File: config.mk
export PLATFORM = sky130hd
export DESIGN_NAME = peripheral_arbiter
export DESIGN_NICKNAME = d
export VERILOG_FILES = /design/src/rtl/peripheral_arbiter.sv
export SDC_FILE = /design/constraint.sdc
export NUM_CORES = 1
export LEC_CHECK = 0
export BUFFER_PORTS_ARGS = -buffer_cell sky130_fd_sc_hd__buf_2
export CAP_MARGIN = 20
export CORE_AREA = 5 5 237 239
export CTS_CLUSTER_SIZE = 40
export DETAILED_ROUTE_END_ITERATION = 6
export DIE_AREA = 0 0 242 244
export SLEW_MARGIN = 20
export SYNTH_ARGS = -nofsm -noshare
export SYNTH_HDL_FRONTEND = slang
export SYNTH_SLANG_ARGS = --single-unit
File: constraint.sdc
create_clock -name M_AXI_ACLK -period 7.7 [get_ports M_AXI_ACLK]
set_input_delay 1.54 -clock M_AXI_ACLK [delete_from_list [all_inputs] [get_ports M_AXI_ACLK]]
set_output_delay 1.54 -clock M_AXI_ACLK [all_outputs]
set_load 0.03 [all_outputs]
File: src/rtl/peripheral_arbiter.sv
// Two-slot request arbiter in front of peripheral_master: one-entry slot per requester,
// one transaction in flight, VALID pulse on issue, response routed back to the owning slot.
`timescale 1ns/1ps
module peripheral_arbiter #(
  parameter int PRIO_MODE = 0
) (
  input  logic        M_AXI_ACLK,
  input  logic        M_AXI_ARESET,
  input  logic        REQ0_VALID,
  input  logic [63:0] REQ0_ADDR,
  input  logic [63:0] REQ0_WDATA,
  input  logic [7:0]  REQ0_WSTRB,
  input  logic        REQ0_WRITE,
  input  logic        REQ0_WORD,
  output logic        REQ0_BUSY,
  output logic        RESP0_VALID,
  output logic [63:0] RESP0_DATA,
  input  logic        REQ1_VALID,
  input  logic [63:0] REQ1_ADDR,
  input  logic [63:0] REQ1_WDATA,
  input  logic [7:0]  REQ1_WSTRB,
  input  logic        REQ1_WRITE,
  input  logic        REQ1_WORD,
  output logic        REQ1_BUSY,
  output logic        RESP1_VALID,
  output logic [63:0] RESP1_DATA,
  output logic        ADDR_TO_PERI_VALID,
  output logic [63:0] ADDR_TO_PERI,
  output logic [63:0] DATA_TO_PERI,
  output logic [7:0]  WSTRB,
  output logic        WRITE_TO_PERI,
  output logic        PERI_WORD_ACCESS,
  input  logic        DATA_FROM_PERI_READY,
  input  logic [63:0] DATA_FROM_PERI,
  output logic        GRANT_OWNER
);
  localparam int DATA_W = 64;
  localparam int STRB_W = 8;

  typedef enum logic [1:0] {S_IDLE, S_ISSUE, S_WAIT} state_t;

  state_t                 r_state;
  state_t                 w_state_nxt;
  logic                   w_grant;
  logic                   w_done;
  logic                   w_winner;

  logic [1:0]             w_req_valid;
  logic [1:0]             w_req_write;
  logic [1:0]             w_req_word;
  logic [1:0][DATA_W-1:0] w_req_addr;
  logic [1:0][DATA_W-1:0] w_req_wdata;
  logic [1:0][STRB_W-1:0] w_req_wstrb;
  logic [1:0]             w_cap;
  logic [1:0]             w_clr;

  logic [1:0]             r_pend;
  logic [1:0]             r_slot_write;
  logic [1:0]             r_slot_word;
  logic [1:0][DATA_W-1:0] r_slot_addr;
  logic [1:0][DATA_W-1:0] r_slot_wdata;
  logic [1:0][STRB_W-1:0] r_slot_wstrb;

  logic                   r_last;
  logic                   r_owner;
  logic                   r_peri_valid;
  logic [DATA_W-1:0]      r_peri_addr;
  logic [DATA_W-1:0]      r_peri_wdata;
  logic [STRB_W-1:0]      r_peri_wstrb;
  logic                   r_peri_write;
  logic                   r_peri_word;
  logic [1:0]             r_resp_valid;
  logic [1:0][DATA_W-1:0] r_resp_data;

  assign w_req_valid = {REQ1_VALID, REQ0_VALID};
  assign w_req_write = {REQ1_WRITE, REQ0_WRITE};
  assign w_req_word  = {REQ1_WORD,  REQ0_WORD};
  assign w_req_addr  = {REQ1_ADDR,  REQ0_ADDR};
  assign w_req_wdata = {REQ1_WDATA, REQ0_WDATA};
  assign w_req_wstrb = {REQ1_WSTRB, REQ0_WSTRB};

  // A pulse is taken only into an empty slot; completion frees the owner's slot.
  assign w_cap = w_req_valid & ~r_pend;
  assign w_clr = w_done ? (2'b01 << r_owner) : 2'b00;

  // Winner selection: round-robin prefers the slot that did not complete last.
  always_comb begin
    w_winner = 1'b0;
    if (PRIO_MODE == 1) begin
      w_winner = ~r_pend[0];
    end else if (r_pend[~r_last]) begin
      w_winner = ~r_last;
    end else begin
      w_winner = r_last;
    end
  end

  always_ff @(posedge M_AXI_ACLK) begin
    if (M_AXI_ARESET) begin
      r_state <= S_IDLE;
    end else begin
      r_state <= w_state_nxt;
    end
  end

  // READY is only honoured in WAIT, so an early READY during ISSUE is dropped.
  always_comb begin
    w_state_nxt = r_state;
    w_grant     = 1'b0;
    w_done      = 1'b0;
    case (r_state)
      S_IDLE: begin
        if (|r_pend) begin
          w_grant     = 1'b1;
          w_state_nxt = S_ISSUE;
        end
      end
      S_ISSUE: w_state_nxt = S_WAIT;
      S_WAIT: begin
        if (DATA_FROM_PERI_READY) begin
          w_done      = 1'b1;
          w_state_nxt = S_IDLE;
        end
      end
      default: w_state_nxt = S_IDLE;
    endcase
  end

  always_ff @(posedge M_AXI_ACLK) begin
    if (M_AXI_ARESET) begin
      r_pend <= 2'b00;
    end else begin
      r_pend <= (r_pend & ~w_clr) | w_cap;
    end
  end

  // Slot payload is qualified by r_pend, so it needs no reset.
  always_ff @(posedge M_AXI_ACLK) begin
    for (int n = 0; n < 2; n++) begin
      if (w_cap[n]) begin
        r_slot_addr[n]  <= w_req_addr[n];
        r_slot_wdata[n] <= w_req_wdata[n];
        r_slot_wstrb[n] <= w_req_wstrb[n];
        r_slot_write[n] <= w_req_write[n];
        r_slot_word[n]  <= w_req_word[n];
      end
    end
  end

  always_ff @(posedge M_AXI_ACLK) begin
    if (M_AXI_ARESET) begin
      r_peri_valid <= 1'b0;
      r_owner      <= 1'b0;
      r_peri_addr  <= '0;
      r_peri_wdata <= '0;
      r_peri_wstrb <= '0;
      r_peri_write <= 1'b0;
      r_peri_word  <= 1'b0;
    end else begin
      r_peri_valid <= w_grant;
      if (w_grant) begin
        r_owner      <= w_winner;
        r_peri_addr  <= r_slot_addr[w_winner];
        r_peri_wdata <= r_slot_wdata[w_winner];
        r_peri_wstrb <= r_slot_wstrb[w_winner];
        r_peri_write <= r_slot_write[w_winner];
        r_peri_word  <= r_slot_word[w_winner];
      end
    end
  end

  // last_grant resets to 1 so slot 0 wins the first tie after reset.
  always_ff @(posedge M_AXI_ACLK) begin
    if (M_AXI_ARESET) begin
      r_resp_valid <= 2'b00;
      r_resp_data  <= '0;
      r_last       <= 1'b1;
    end else begin
      r_resp_valid <= w_clr;
      if (w_done) begin
        r_resp_data[r_owner] <= DATA_FROM_PERI;
        r_last               <= r_owner;
      end
    end
  end

  assign REQ0_BUSY          = r_pend[0];
  assign REQ1_BUSY          = r_pend[1];
  assign RESP0_VALID        = r_resp_valid[0];
  assign RESP1_VALID        = r_resp_valid[1];
  assign RESP0_DATA         = r_resp_data[0];
  assign RESP1_DATA         = r_resp_data[1];
  assign ADDR_TO_PERI_VALID = r_peri_valid;
  assign ADDR_TO_PERI       = r_peri_addr;
  assign DATA_TO_PERI       = r_peri_wdata;
  assign WSTRB              = r_peri_wstrb;
  assign WRITE_TO_PERI      = r_peri_write;
  assign PERI_WORD_ACCESS   = r_peri_word;
  assign GRANT_OWNER        = r_owner;

endmodule

==> out/qor.txt <==
Placed Area - 0.0235 mm²
Synth Instances - 1545
Synth Warn # - 0
Maximum buffer depth of the clock tree - 3
Startpoint Class - flop
CP max FO - 73
Post-CTS Hold Buffers - 0
Drt total wl - 67.0 mm
H-tree depth - 2
Fmax - 277 MHz
Clk root buf - clkbuf_16
Fin. Hold Viols - 0
Grt total ovfl - 0
EDFF count, synth - 276
Clock Skews - 0.0289 ns
Max stage delay on crit path - 0.85 ns
Power per cell area - 289 mW/mm²
Die X - 242 µm
Final Total Pwr - 7.36 mW
Non-Filler Instances - 2844
Clock Sinks - 551
Share of the synthesized area in the top cell type - 41.4%
Number of filler cells placed in the layout - 4867
Netlist Area Pre-Place - 0.0200 mm²
Number of nets with antenna violations after routing - 0
Clock latency at the later pin of the worst-skew pair - 0.62 ns
HP Class - reg -> reg
Initial DRC count - 1177
Cts bufs inserted - 57
Fin crit share - 47.0%
Worst Max-Slew Pin Slew - 1.03 ns
Clock transition at path regs - 0.06 ns
Vias per inst - 5.36
Vias - 15200
Critical path class - reg -> reg
Gpl congestion - 0.840
Die area - 0.0590 mm²
Syn nets - 1890
Setup_tns - 0 ns
Placed Instances - 2719
Worst vdd ir - 0.000212 V
Worst path slowest cell - and2_4
Final Instance Area - 0.0255 mm²
Final nets - 2427
RSZ-0062 raised after global routing - false
IO buf count - 616
Largest net degree at the start of global routing - 139
Synth top area cells - edfxtp_1 41%, dfxtp_1 27%, a311oi_2 8.2%
Crit path DAT - 4.04 ns
FF+latch count, synth - 551
Max transition margin - 31.3%
Count of cell types in the netlist - 29
Detailed Place HPWL - 44.0 mm
Cell mode on critical path - buf_4
Core area - 0.0536 mm²
Yosys top cell by area - edfxtp_1
Vias in the first global route - 15200
Core Util, Final - 47.5%
CTS tree - built
MaxCap Viol Count - 0
# resized after CTS - 0
Site row count - 85
Critical Path Sink Type - flop
Status - complete, no violations
Async SR Flop Fraction - 0%
Initial Utilization - 37.4%
I/O Pins - 617
Global-route wire length before repair - 98.7 mm
WL/cell - 23.6 µm
Residual DRC - 0
Most used DFF post-synth - edfxtp_1
Layout area overhead - 27.1%
Gr usage total - 21.5%
Initial antenna violation count - 34
Post-synthesis sequential area ratio - 68.8%
Postcts setup bufs - 0
DRT Pass-1 Iters - 7
Tmin final - 3.62 ns
Synth Area per Inst - 13.0 µm²
Leakage dissipation - 9.96 nW
Die boundary height - 244 µm
Final setup vio count - 0
Crit-path cells - or2_4 > buf_4 > and2_4 > buf_4 > a311oi_1
Slew Viols, Final - 0
Worst Path Required - 8.13 ns
Share of cells above drive strength 1 - 39.8%
-- cells in the mapped netlist, types with 2 or more instances --
cell type    n
dfxtp_1    275
a311oi_1    29
a22o_1      65
nor2b_1      5
a21oi_1    203
a311oi_2   110
nand2_1    129
buf_6       13
o21ai_1     10
o21ai_0    128
nand2b_1     2
clkbuf_1   109
edfxtp_1   276
nand3_1    138
and3_1       2
nor2_1       5
buf_1        2
buf_2       33
-- where the power goes --
part / internal [mW] / switching, mW / leakage [nW]
clock network: 1.59 / 1.16 / 0.936
registers: 3.32 / 0.105 / 4.88
logic: 0.351 / 0.829 / 4.14
-- cells by family after synthesis --
family | count (synthesis) | synth area share, %
muxes | 1 | 0.0499
DFF | 551 | 68.8
AOI/OAI and AO/OA | 548 | 21.0
and+or+nand+nor | 286 | 6.45
buffers and inverters | 159 | 3.69
-- registers in the layout, summed over array words and instances, names as in the netlist --
name	flops
r_slot_wstrb	16
ADDR_TO_PERI_VALID	1
DATA_TO_PERI	64
RESP0_DATA	64
r_pend	2
WRITE_TO_PERI	1
r_state	2
r_slot_write	2
ADDR_TO_PERI	64
RESP1_DATA	64
r_slot_wdata	128
PERI_WORD_ACCESS	1
r_resp_valid	2
r_last	1
r_slot_word	2
WSTRB	8
GRANT_OWNER	1
r_slot_addr	128
-- through the flow --
| step | setup WS (ns) | hold slack (ns) |
|---|---|---|
| after global placement | 3.97 | 0.440 |
| final | 4.08 | 0.450 |
| after global routing | 3.82 | 0.469 |
| after floorplan | 2.09 | 0.527 |
| after detailed placement | 3.96 | 0.445 |
| after CTS | 4.03 | 0.454 |
-- final timing paths --
path | start | to | slack [ns] | cells past startpoint
max | r_pend[0] | WSTRB[4] | 4.08 | 5
min | RESP0_DATA[48] | RESP0_DATA[48] | 0.45 | 2
max reg2reg | r_pend[0] | WSTRB[4] | 4.08 | 5
min reg2reg | RESP0_DATA[48] | RESP0_DATA[48] | 0.45 | 2
-- placed cells by master (no fill, tap or decap), types with 3 or more instances in the layout --
cell	n
a21oi_1	203
a22o_1	65
a311oi_1	29
a311oi_2	110
buf_2	615
buf_4	18
clkbuf_1	17
clkbuf_16	58
clkbuf_8	13
clkinv_1	3
clkinv_2	11
dfxtp_1	275
diode_2	17
edfxtp_1	276
nand2_1	129
nand3_1	138
nor2_1	4
nor2b_4	4
o21ai_0	128
o21ai_1	10
-- final cells by class --
cell class                      count  area, µm²  area share [%]
Timing Repair Buffer              636       3270            12.8
Multi-Input combinational cell    835       5600            22.0
Clock buffer                       88       1690            6.65
Antenna cell                       17       42.5           0.167
Inverter                            1       3.75          0.0147
Sequential cell                   551      13800            54.1
Tap cell                          696        871            3.42
Clock inverter                     20        204           0.800
-- worst max-delay path, delay by kind of cell, from the launching register on --
kind,cells,cell delay (ns)
AO/OA/AOI/OAI,1,0.20
AND/OR/NAND/NOR,2,1.03
flip-flops,1,0.52
buffers and inverters,2,1.52
-- layer usage --
| metal | track usage [%] | vias to the layer above | share of wire [%] |
|---|---|---|---|
| li1 | - | 6991 | - |
| met1 | 25.3 | 7362 | 38 |
| met2 | 35.8 | 696 | 48 |
| met3 | 8.56 | 151 | 10 |
| met4 | 8.02 | 36 | 3.7 |
| met5 | 0 | - | 0.33 |
Power figures use the tool's default switching activity.
